===== src/rtl/ex_div.sv =====
// Radix-2 restoring divider for DIV/DIVU in EX; stalls the pipe until the result is ready.
// Optional macro DIV_EARLY_OUT_EN: finish at once when |dividend| < |divisor|.
module ex_div #(
  parameter int WIDTH = 32,
  parameter int CNT_W = 6
) (
  input  logic             clk,
  input  logic             rst,
  input  logic             start_i,
  input  logic             signed_i,
  input  logic             annul_i,
  input  logic [WIDTH-1:0] dividend_i,
  input  logic [WIDTH-1:0] divisor_i,
  output logic             stallreq_o,
  output logic             ready_o,
  output logic [WIDTH-1:0] quotient_o,
  output logic [WIDTH-1:0] remainder_o
);

  typedef enum logic [1:0] {S_IDLE, S_DZERO, S_ON, S_DONE} state_t;

  state_t           r_state, w_nxt;
  logic [CNT_W-1:0] r_cnt;
  logic [WIDTH-1:0] r_dvd;   // dividend magnitude, shifts out MSBs and collects quotient bits
  logic [WIDTH-1:0] r_dvs;
  logic [WIDTH-1:0] r_rem;
  logic             r_dsign, r_qsign, r_ready;
  logic [WIDTH-1:0] r_quo_o, r_rem_o;

  logic [WIDTH-1:0] w_abs_dvd, w_abs_dvs, w_rem_nxt, w_quo_nxt;
  logic [WIDTH:0]   w_shift, w_diff;
  logic             w_qbit, w_dz, w_last;

  assign w_abs_dvd = (signed_i && dividend_i[WIDTH-1]) ? -dividend_i : dividend_i;
  assign w_abs_dvs = (signed_i && divisor_i[WIDTH-1])  ? -divisor_i  : divisor_i;
  assign w_dz      = (divisor_i == '0);
  assign w_last    = (r_cnt == CNT_W'(WIDTH-1));

  assign w_shift   = {r_rem, r_dvd[WIDTH-1]};
  assign w_diff    = w_shift - {1'b0, r_dvs};
  assign w_qbit    = ~w_diff[WIDTH];
  assign w_rem_nxt = w_qbit ? w_diff[WIDTH-1:0] : w_shift[WIDTH-1:0];
  assign w_quo_nxt = {r_dvd[WIDTH-2:0], w_qbit};

`ifdef DIV_EARLY_OUT_EN
  logic w_early;
  assign w_early = !w_dz && (w_abs_dvd < w_abs_dvs);
`endif

  always_comb begin
    w_nxt = r_state;
    if (annul_i) begin
      w_nxt = S_IDLE;
    end else begin
      case (r_state)
        S_IDLE: if (start_i) begin
`ifdef DIV_EARLY_OUT_EN
          if (w_dz)         w_nxt = S_DZERO;
          else if (w_early) w_nxt = S_DONE;
          else              w_nxt = S_ON;
`else
          w_nxt = w_dz ? S_DZERO : S_ON;
`endif
        end
        S_DZERO: w_nxt = S_DONE;
        S_ON:    if (w_last) w_nxt = S_DONE;
        S_DONE:  if (!start_i) w_nxt = S_IDLE;
        default: w_nxt = S_IDLE;
      endcase
    end
  end

  always_ff @(posedge clk or negedge rst) begin
    if (!rst) begin
      r_state <= S_IDLE;
      r_cnt   <= '0;
      r_dvd   <= '0;
      r_dvs   <= '0;
      r_rem   <= '0;
      r_dsign <= 1'b0;
      r_qsign <= 1'b0;
      r_ready <= 1'b0;
      r_quo_o <= '0;
      r_rem_o <= '0;
    end else begin
      r_state <= w_nxt;
      // ready lags DONE by one edge so the result registers settle first
      r_ready <= (r_state == S_DONE) && (w_nxt == S_DONE);
      if (!annul_i) begin
        case (r_state)
          S_IDLE: if (start_i) begin
            r_cnt   <= '0;
            r_rem   <= '0;
            r_dvd   <= w_dz ? dividend_i : w_abs_dvd;
            r_dvs   <= w_abs_dvs;
            r_dsign <= signed_i && dividend_i[WIDTH-1];
            r_qsign <= signed_i && (dividend_i[WIDTH-1] ^ divisor_i[WIDTH-1]);
`ifdef DIV_EARLY_OUT_EN
            if (w_early) begin
              r_quo_o <= '0;
              r_rem_o <= dividend_i;
            end
`endif
          end
          S_DZERO: begin
            r_quo_o <= '1;
            r_rem_o <= r_dvd;
          end
          S_ON: begin
            r_cnt <= r_cnt + 1'b1;
            r_rem <= w_rem_nxt;
            r_dvd <= w_quo_nxt;
            if (w_last) begin
              r_quo_o <= r_qsign ? -w_quo_nxt : w_quo_nxt;
              r_rem_o <= r_dsign ? -w_rem_nxt : w_rem_nxt;
            end
          end
          default: ;
        endcase
      end
    end
  end

  assign stallreq_o  = start_i & ~ready_o & ~annul_i;
  assign ready_o     = r_ready;
  assign quotient_o  = r_quo_o;
  assign remainder_o = r_rem_o;

endmodule


===== config.mk =====
export PLATFORM = sky130hd
export DESIGN_NAME = ex_div
export DESIGN_NICKNAME = d
export VERILOG_FILES = /design/src/rtl/ex_div.sv
export SDC_FILE = /design/constraint.sdc
export NUM_CORES = 1
export LEC_CHECK = 0
export CAP_MARGIN = 25
export CORE_MARGIN = 8
export CORE_UTILIZATION = 63
export CTS_CLUSTER_DIAMETER = 80
export DETAILED_ROUTE_END_ITERATION = 7
export GPL_TIMING_DRIVEN = 0
export PLACE_DENSITY = 0.94
export SYNTH_ARGS = -nofsm -noshare
export SYNTH_HDL_FRONTEND = slang
export SYNTH_SLANG_ARGS = --single-unit

===== constraint.sdc =====
create_clock -name clk -period 9.7 [get_ports clk]
set_clock_uncertainty 0.15 [all_clocks]
set_input_delay 2.91 -clock clk [delete_from_list [all_inputs] [get_ports clk]]
set_output_delay 2.91 -clock clk [all_outputs]
set_load 0.1 [all_outputs]

=== Yosys cells after proc, flatten, opt, wreduce, memory -nomap -nowiden ===
Cells that the tools add are included.
W data, S select, Z words.

* Logic and storage cells: 62
* Input bits: 69
* Flip-flop bits (word level): 171
* Output and inout bits: 66

* Muxes and demuxes: 22
* Reductions and logical operators: 11
* Bitwise logic cells: 6
* Equality and inequality tests: 7
* Add/subtract/negate cells: 6

{| class="wikitable"
|+ Operator list
! cell !! number
|-
| $mux W32 || 10
|-
| $pmux W32 S2 || 4
|-
| $neg A32 Y32 || 4
|-
| $sub A33 B32 Y33 || 1
|-
| $logic_not A32 Y1 || 1
|-
| $pmux W6 S2 || 1
|-
| $mux W2 || 5
|-
| $reduce_and A3 Y1 || 3
|-
| $pmux W2 S4 || 1
|-
| $add A6 B1 Y6 const B || 1
|-
| $eq A2 B2 Y1 const B || 3
|-
| $eq A6 B5 Y1 const B || 1
|-
| $mux W6 || 1
|-
| $logic_and A1 B1 Y1 || 4
|-
| $ne A2 B2 Y1 const B || 2
|-
| $reduce_bool A2 Y1 || 2
|-
| $not A1 Y1 || 3
|-
| $and A1 B1 Y1 || 2
|-
| $eq A2 B1 Y1 const B || 1
|-
| $logic_not A2 Y1 || 1
|-
| $xor A1 B1 Y1 || 1
|}

=== Depth between registers and ports, before layout ===
Gate-level depths: netlist (run 1).

* Word-level depth: 7
* Gate-level depth with buffers: 25
* Depth with buffers taken out: 23

=== Worst setup path after synthesis (run 1) ===
No wires, ideal clock.

* Path kind: in2out
* Start: input port annul_i
* End: output port stallreq_o
* Cell stages on the path: 2
* Path buffers: 0
* Data required time: 6.640 ns
* Setup slack: 2.308 ns
* Data arrival time: 4.332 ns
* Path through: nand2b_1 > nor2_1

* Word-level cells in the longest chain between the ends: 2

{| class="wikitable"
|+ Ends and longest elaborated chain
! element !! line !! source
|-
| start: declaration || 11 || <nowiki>input logic annul_i,</nowiki>
|-
| $not A1 Y1 (no source line) || -- ||
|-
| $and A1 B1 Y1 || 124 || <nowiki>assign stallreq_o = start_i & ~ready_o & ~annul_i;</nowiki>
|-
| end: declaration || 14 || <nowiki>output logic stallreq_o,</nowiki>
|}

No other way between the ends.

=== Worst setup path in the final report (run 1) ===
Ends and elaborated chain as after synthesis.

==> reports/metrics.yaml, run 1 <==
outcome: "finished, final reports clean"
finalSetupViolations: 0
worstPathArrival_ns: 5.05
power.density_nw_per_um2: 279.0
first_pass_iters: 6
cp_cell_sequence: "clkdlybuf4s50_1 > nand2b_1 > nor2_1 > clkdlybuf4s50_1"
multiInputGateArea_um2: 7587
period_share_pct: 83.60
clock-sinks: 171
grtUsageTotal_pct: 33.02
wl_per_cell_um: 20.44
cpMostUsedCell: "clkdlybuf4s50_1"
crit_buf_inv: 2
ys_ff_latch: 171
final-seq-area_um2: 4279
path_clk_slew_ns: 0.07
drv_slew: 0
max_freq_ghz: 0.1233
pwr-share-comb_pct: 60.1
clkPwrFrac_pct: 16.6
antennaDiodeCount: 0
synth_area_um2: 12540
final_nets: 1823
syn-num-nets: 1669
crit_fanout: 7
cts-buffers-inserted: 17
postCtsSetupRepairBufs: 0
slowest_stage: "clkdlybuf4s50_1"
grt_max_degree: 103
cts-root-buf: "clkbuf_16"
row_count: 51
ios: 135
dieHeight_um: 157.1
slowest_delay_ns: 1.14
cts_buffer_depth: 2
core_area_um2: 19530
maxCapViolCount: 0
drc: 0
ant_nets: 0
drt_iter0_markers: 1478
initial_utilization_pct: 64.23
crit_family: "buffers and inverters"
antenna_found_initial: 0
netlist_instances: 1562
gp_congestion: 0.9613
tightest_slew_ns: 1.043
vias_per_cell: 6.507
met2_usage_pct: 51.30
met1_usage_pct: 41.79
die_area_um2: 24680
dpl.cell_count: 1962
dieWidth_um: 157.1
via_count: 12974
htreeDepth: 4
busiest_layer: "met2"
required_ns: 6.64
ys.flop_type: "dfrtp_1"
grt_pass1_vias: 12696
wirelength_um: 40770
drive_gt1_share_pct: 5.899
swShare_pct: 48.85
ctsHoldBuffers: 0
grt_overflow: 0
fin_cells: 1994
dp_hpwl_um: 30950
areaGrowthSynthToFinish_pct: 18.16
cts_tree: "yes"
grt_pass1_wl_um: 64650
setup_tns_ns: 0
seqPwrFrac_pct: 23.3
synth.avg_cell_area_um2: 8.029
cts-resized-gates: 0
hold_class: "register to register"
ir_drop_uv: 255.8
p_leak_nw: 6.278
internal-power_w: 0.002114
ys_seq_area_share_pct: 34.12
async_reset_ff_share_pct: 100.0
synth-edff-count: 0
p_switching_w: 0.002020
final_hold_viol_count: 0
yosysWarnings: 0
port_buffers: 133
period_needed_ns: 8.110
fillerInstances: 1452
rsz0062_at_grt: "no"
ys_types: 97
criticalPathCategory: "primary input to output port"
met3_usage_pct: 8.637
end_kind: "output port"
max_slew_margin_pct: 30.24
clock_latency_ns: 0.45
start_kind: "primary input"
[layer usage]
metal  share of wire, %  vias to the layer above
li1                   -                     5879
met1                 39                     6092
met2                 45                      829
met3                 11                      174
met4                4.8                        0
met5                  0                        -
[power by group through the flow]
stage | sequential [W] | combinational, W | clock [W]
after global routing | 0.000974 | 0.00270 | 0.000711
after detailed placement | 0.000970 | 0.00239 | 0
after global placement | 0.000965 | 0.00232 | 0
after CTS | 0.000957 | 0.00242 | 0.000683
after floorplan | 0.000919 | 0.00182 | 0
final | 0.000964 | 0.00248 | 0.000687
[Yosys cell counts (15+ instances only)]
master,number,area [um^2]
xnor2_1,53,464.2
inv_1,51,191.4
a211oi_1,17,127.6
nor3_1,40,200.2
nand2_1,181,679.4
or3_1,22,137.6
ha_1,37,462.9
a21oi_1,156,780.8
mux2i_1,26,260.3
o21ai_0,158,790.8
nor2_1,164,615.6
o31ai_1,28,210.2
dfrtp_1,171,4279
a31oi_1,23,143.9
nand3_1,23,115.1
clkbuf_1,68,255.2
nor4_1,15,93.84
xor2_1,72,630.6
and2_1,15,93.84
[stage by stage]
stage	hold WS (ns)	power, W	area [um^2]	setup WS (ns)	utilization (%)
after detailed placement	0.3203	0.003362	14240	1.626	72.93
final	0.3343	0.004134	14820	1.590	75.89
after global routing	0.3626	0.004385	14820	1.553	75.89
after floorplan	0.2998	0.002741	12540	2.308	-
after global placement	0.3167	0.003289	14200	-1.323	72.74
after CTS	0.3376	0.004057	14820	1.623	75.89
[worst register-to-register path, delay by kind of cell (launching register included)]
family          cells  cell delay, ns
xor+xnor            1            0.17
mux                 1            0.14
buf+inv             5            1.45
flops               1            0.44
simple gates        7            1.94
compound gates      8            2.07
fa+ha+maj           3            0.96
[placed cells by master, fill, tap and decap left out, drive strengths merged, types with 5 or more instances in the layout]
master / Yosys / routed
nand2: 182 / 182
dfrtp: 171 / 171
nor2: 164 / 164
o21ai: 163 / 163
a21oi: 157 / 157
clkdlybuf4s50: 0 / 132
clkbuf: 73 / 91
xor2: 72 / 72
inv: 52 / 61
xnor2: 54 / 54
nor3: 41 / 41
ha: 37 / 37
o31ai: 29 / 29
buf: 24 / 27
mux2i: 26 / 26
a31oi: 24 / 24
or3: 24 / 24
nand3: 23 / 23
a211oi: 17 / 17
and2: 17 / 17
and3: 16 / 16
nor4: 15 / 15
a21o: 15 / 15
nand4: 12 / 12
or4: 12 / 12
nor2b: 11 / 11
o41ai: 11 / 11
a22o: 9 / 9
mux2: 9 / 9
o21a: 7 / 7
nand2b: 7 / 7
and4: 7 / 7
o211ai: 6 / 6
or2: 5 / 5
o21bai: 5 / 5
clkinv: 1 / 5
[registers in the layout, summed over array words and instances (netlist names)]
signal	count
r_state	2
r_rem	32
remainder_o	32
r_dsign	1
quotient_o	32
r_cnt	6
ready_o	1
r_dvs	32
r_qsign	1
r_dvd	32
[area by class of cell]
type | instances | area share [%]
Multi-Input combinational cell | 1241 | 51.20
Inverter | 53 | 1.376
Timing Repair Buffer | 135 | 9.229
Tap cell | 265 | 2.238
Clock buffer | 18 | 2.896
Buffer | 97 | 3.175
Sequential cell | 171 | 28.88
Clock inverter | 14 | 1.005
[cell families after synthesis]
logic type / synth area share, %
DFF: 34.12
AOI/OAI and AO/OA: 23.86
and+or+nand+nor: 20.96
muxes: 2.883
xor gates and xnor gates: 8.949
buffers and inverters: 5.377
adders and majority gates: 3.851
[final timing paths]
| check | from | endpoint | slack (ns) | depth (start not counted) |
|---|---|---|---|---|
| worst min register to register | r_dvs[27] | r_dvs[27] | 0.33 | 2 |
| min in group asynchronous | rst | r_dvs[0] | 2.27 | 1 |
| worst max-delay path | annul_i | stallreq_o | 1.59 | 4 |
| worst min-delay path | r_dvs[27] | r_dvs[27] | 0.33 | 2 |
| worst max register to register | r_dvd[31] | remainder_o[30] | 2.27 | 25 |
| max in group asynchronous | rst | r_rem[12] | 6.20 | 2 |
No activity file was read; power rests on OpenSTA's default activity.
==> inputs of run 2 (changes only) <==
--- a/config.mk
+++ b/config.mk
@@ -7,11 +7,11 @@
 export LEC_CHECK = 0
 export CAP_MARGIN = 25
 export CORE_MARGIN = 8
-export CORE_UTILIZATION = 63
+export CORE_UTILIZATION = 53
 export CTS_CLUSTER_DIAMETER = 80
 export DETAILED_ROUTE_END_ITERATION = 7
 export GPL_TIMING_DRIVEN = 0
-export PLACE_DENSITY = 0.94
+export PLACE_DENSITY = 0.85
 export SYNTH_ARGS = -nofsm -noshare
 export SYNTH_HDL_FRONTEND = slang
 export SYNTH_SLANG_ARGS = --single-unit
==> constraint.sdc (replaced) <==
create_clock -name clk -period 6.8 [get_ports clk]
set_clock_uncertainty 0.15 [all_clocks]
set_input_delay 2.04 -clock clk [delete_from_list [all_inputs] [get_ports clk]]
set_output_delay 2.04 -clock clk [all_outputs]
set_load 0.1 [all_outputs]
==> run 2 against run 1 <==
  * Via count fell by 1.7%
  * Largest power group unchanged
  * Final area up 0.65%
  * Wire length is 1.0% lower
==> reports/metrics.yaml, run 2 (synthesized netlist as in run 1, its figures left out) <==
grt_max_degree: 88  # was 103
via_count: 12754  # was 12.97k
grtUsageTotal_pct: 27.85  # was 33.02%
ff2ff_path_depth: 25  # unchanged
ios: 135  # unchanged
min_from: "r_dvs[10]"  # was r_dvs[27]
hold_class: "register to register"  # unchanged
seqPwrFrac_pct: 23.3  # about the same
rsz0062_at_grt: "no"  # unchanged
outcome: "finished, final reports clean"  # unchanged
vias_per_cell: 6.228  # was 6.507
clock-sinks: 171  # unchanged
worstPathArrival_ns: 6.76  # was 5.05 ns
slowest_delay_ns: 0.62  # was 1.14 ns
internal-power_w: 0.003069  # was 0.002114 W
dp_slack_ns: -0.3385  # was 1.626 ns
antennaDiodeCount: 0  # unchanged
p_leak_nw: 6.303  # was 6.278 nW
row_count: 56  # was 51
max_slew_margin_pct: 31.51  # was 30.24%
dp_hpwl_um: 31110  # was 30,950 um
initial_utilization_pct: 53.75  # was 64.23%
gp_congestion: 0.9026  # was 0.9613
cts-root-buf: "clkbuf_16"  # unchanged
wirelength_um: 40340  # was 40,770 um
clock_latency_ns: 0.44  # was 0.45 ns
setup_ws_ns: 0.2157  # was 1.590 ns
maxCapViolCount: 0  # unchanged
crit_fanout: 10  # was 7
clkPwrFrac_pct: 17.0  # was 16.6%
final_nets: 1823  # unchanged
drt_iter0_markers: 1180  # was 1,478
dieHeight_um: 169.8  # was 157.1 um
grt_pass1_vias: 12645  # was 12.70k
end_kind: "register"  # was output port
r2r_end: "remainder_o[30]"  # unchanged
cts-buffers-inserted: 17  # unchanged
worst_hold_slack_ns: 0.3281  # was 0.3343 ns
ctsHoldBuffers: 0  # unchanged
swShare_pct: 47.85  # was 48.85%
ant_nets: 0  # unchanged
required_ns: 6.98  # was 6.64 ns
die_area_um2: 28840  # was 24,680 um^2
min_to: "r_dvs[10]"  # was r_dvs[27]
max_freq_ghz: 0.1519
startpoint: "r_dvd[31]"  # was annul_i
period_needed_ns: 6.584
finalSetupViolations: 0  # unchanged
ir_drop_uv: 269.6  # was 255.8 uV
cts_tree: "yes"  # unchanged
grt_overflow: 0  # unchanged
areaGrowthSynthToFinish_pct: 18.93  # was 18.16%
path_clk_slew_ns: 0.08  # was 0.07 ns
mostFrequentLayoutCells: "nand2_1 (181), dfrtp_1 (171), nor2_1 (164)"  # unchanged
p_switching_w: 0.002816  # was 0.002020 W
power_w: 0.005884  # was 0.004134 W
dieWidth_um: 169.8  # was 157.1 um
period_share_pct: 96.83
drv_slew: 0  # unchanged
port_buffers: 133  # unchanged
r2r_slack_ns: 0.22  # was 2.27 ns
worstReg2RegStart: "r_dvd[31]"  # unchanged
final_hold_viol_count: 0  # unchanged
fillerInstances: 1985  # was 1,452
cts_buffer_depth: 2  # unchanged
criticalPathCategory: "register to register"  # was primary input to output port
setup_tns_ns: 0  # unchanged
power.density_nw_per_um2: 394.5  # was 279.0 nW/um^2
multiInputGateArea_um2: 7600  # was 7587 um^2
pwr-share-comb_pct: 59.7  # was 60.1%
final-seq-area_um2: 4279  # unchanged
htreeDepth: 4  # unchanged
slowest_stage: "or4b_1"  # was clkdlybuf4s50_1
drive_gt1_share_pct: 6.073  # was 5.899%
tightest_slew_ns: 1.018  # was 1.043 ns
holdPathStages: 2  # unchanged
final_common_cell: "nand2_1"  # unchanged
start_kind: "register"  # was primary input
drc: 0  # unchanged
core_area_um2: 23330  # was 19,530 um^2
grt_pass1_wl_um: 64540  # was 64,650 um
first_pass_iters: 6  # unchanged
antenna_found_initial: 0  # unchanged
wl_per_cell_um: 19.70  # was 20.44 um
## run 2: cell count changes in the layout (fill, tap and decap cells not counted), sizes merged
cell          change
buf               -1
bufinv            +1
clkbuf            +1
clkinv            -3
dlymetal6s2s      +1
inv               +1
## run 2: per-stage QoR
step	instances	cell area, um^2	utilization (%)
6_report	2048	14910	63.92
3_5_place_dp	2015	14300	61.30
5_1_grt	2048	14910	63.92
3_3_place_gp	2014	14270	61.16
2_1_floorplan	1562	12540	-
4_1_cts	2047	14890	63.81
## run 2: metal layers
layer / vias to the layer above / track usage, % / wire [um]
met1: 6164 / 35.66 / 16600
met5: - / 0 / 0
met2: 581 / 44.89 / 18520
met4: 0 / 12.85 / 1727
li1: 5886 / - / -
met3: 123 / 5.422 / 3493
## run 2: timing repair
item,CTS,global route
gates resized for setup,3,6
buffers inserted,0,0
endpoints found under the hold margin,0,0
setup endpoints to repair,8,2
## run 2: critical path, delay by kind of cell, from the launching register on
kind | cells | cell delay [ns]
DFF | 1 | 0.41
and+or+nand+nor | 7 | 1.90
muxes | 1 | 0.14
adders and majority gates | 3 | 0.94
AOI/OAI and AO/OA | 8 | 1.75
xor gates and xnor gates | 1 | 0.17
buffers and inverters | 5 | 0.98
## run 2: worst max-delay path by stage
stage	slack (ns)	endpoint	cells past startpoint
finish	0.22	remainder_o[30]	25
global placement	-3.44	quotient_o[22]	1
detailed placement	-0.34	remainder_o[30]	25
global route	0.06	remainder_o[30]	25
CTS	0.20	remainder_o[30]	25
floorplan	0.95	remainder_o[30]	25
## run 2: cell type report
| cell class | count | area share (%) |
|---|---|---|
| multi-input cells | 1241 | 50.96 |
| flip-flops and latches | 171 | 28.69 |
| repair buffers | 135 | 9.228 |
| plain buffers | 97 | 3.196 |
| clock buffers | 19 | 2.903 |
| well taps | 319 | 2.676 |
| inverters | 53 | 1.367 |
| clock inverters | 13 | 0.9815 |
## run 2: power by group through the flow
stage / registers, W / logic [W] / clock network (W)
4_1_cts: 0.00136 / 0.00343 / 0.000997
5_1_grt: 0.00139 / 0.00385 / 0.00104
6_report: 0.00137 / 0.00351 / 0.000999
2_1_floorplan: 0.00131 / 0.00260 / 0
3_3_place_gp: 0.00138 / 0.00333 / 0
3_5_place_dp: 0.00138 / 0.00339 / 0
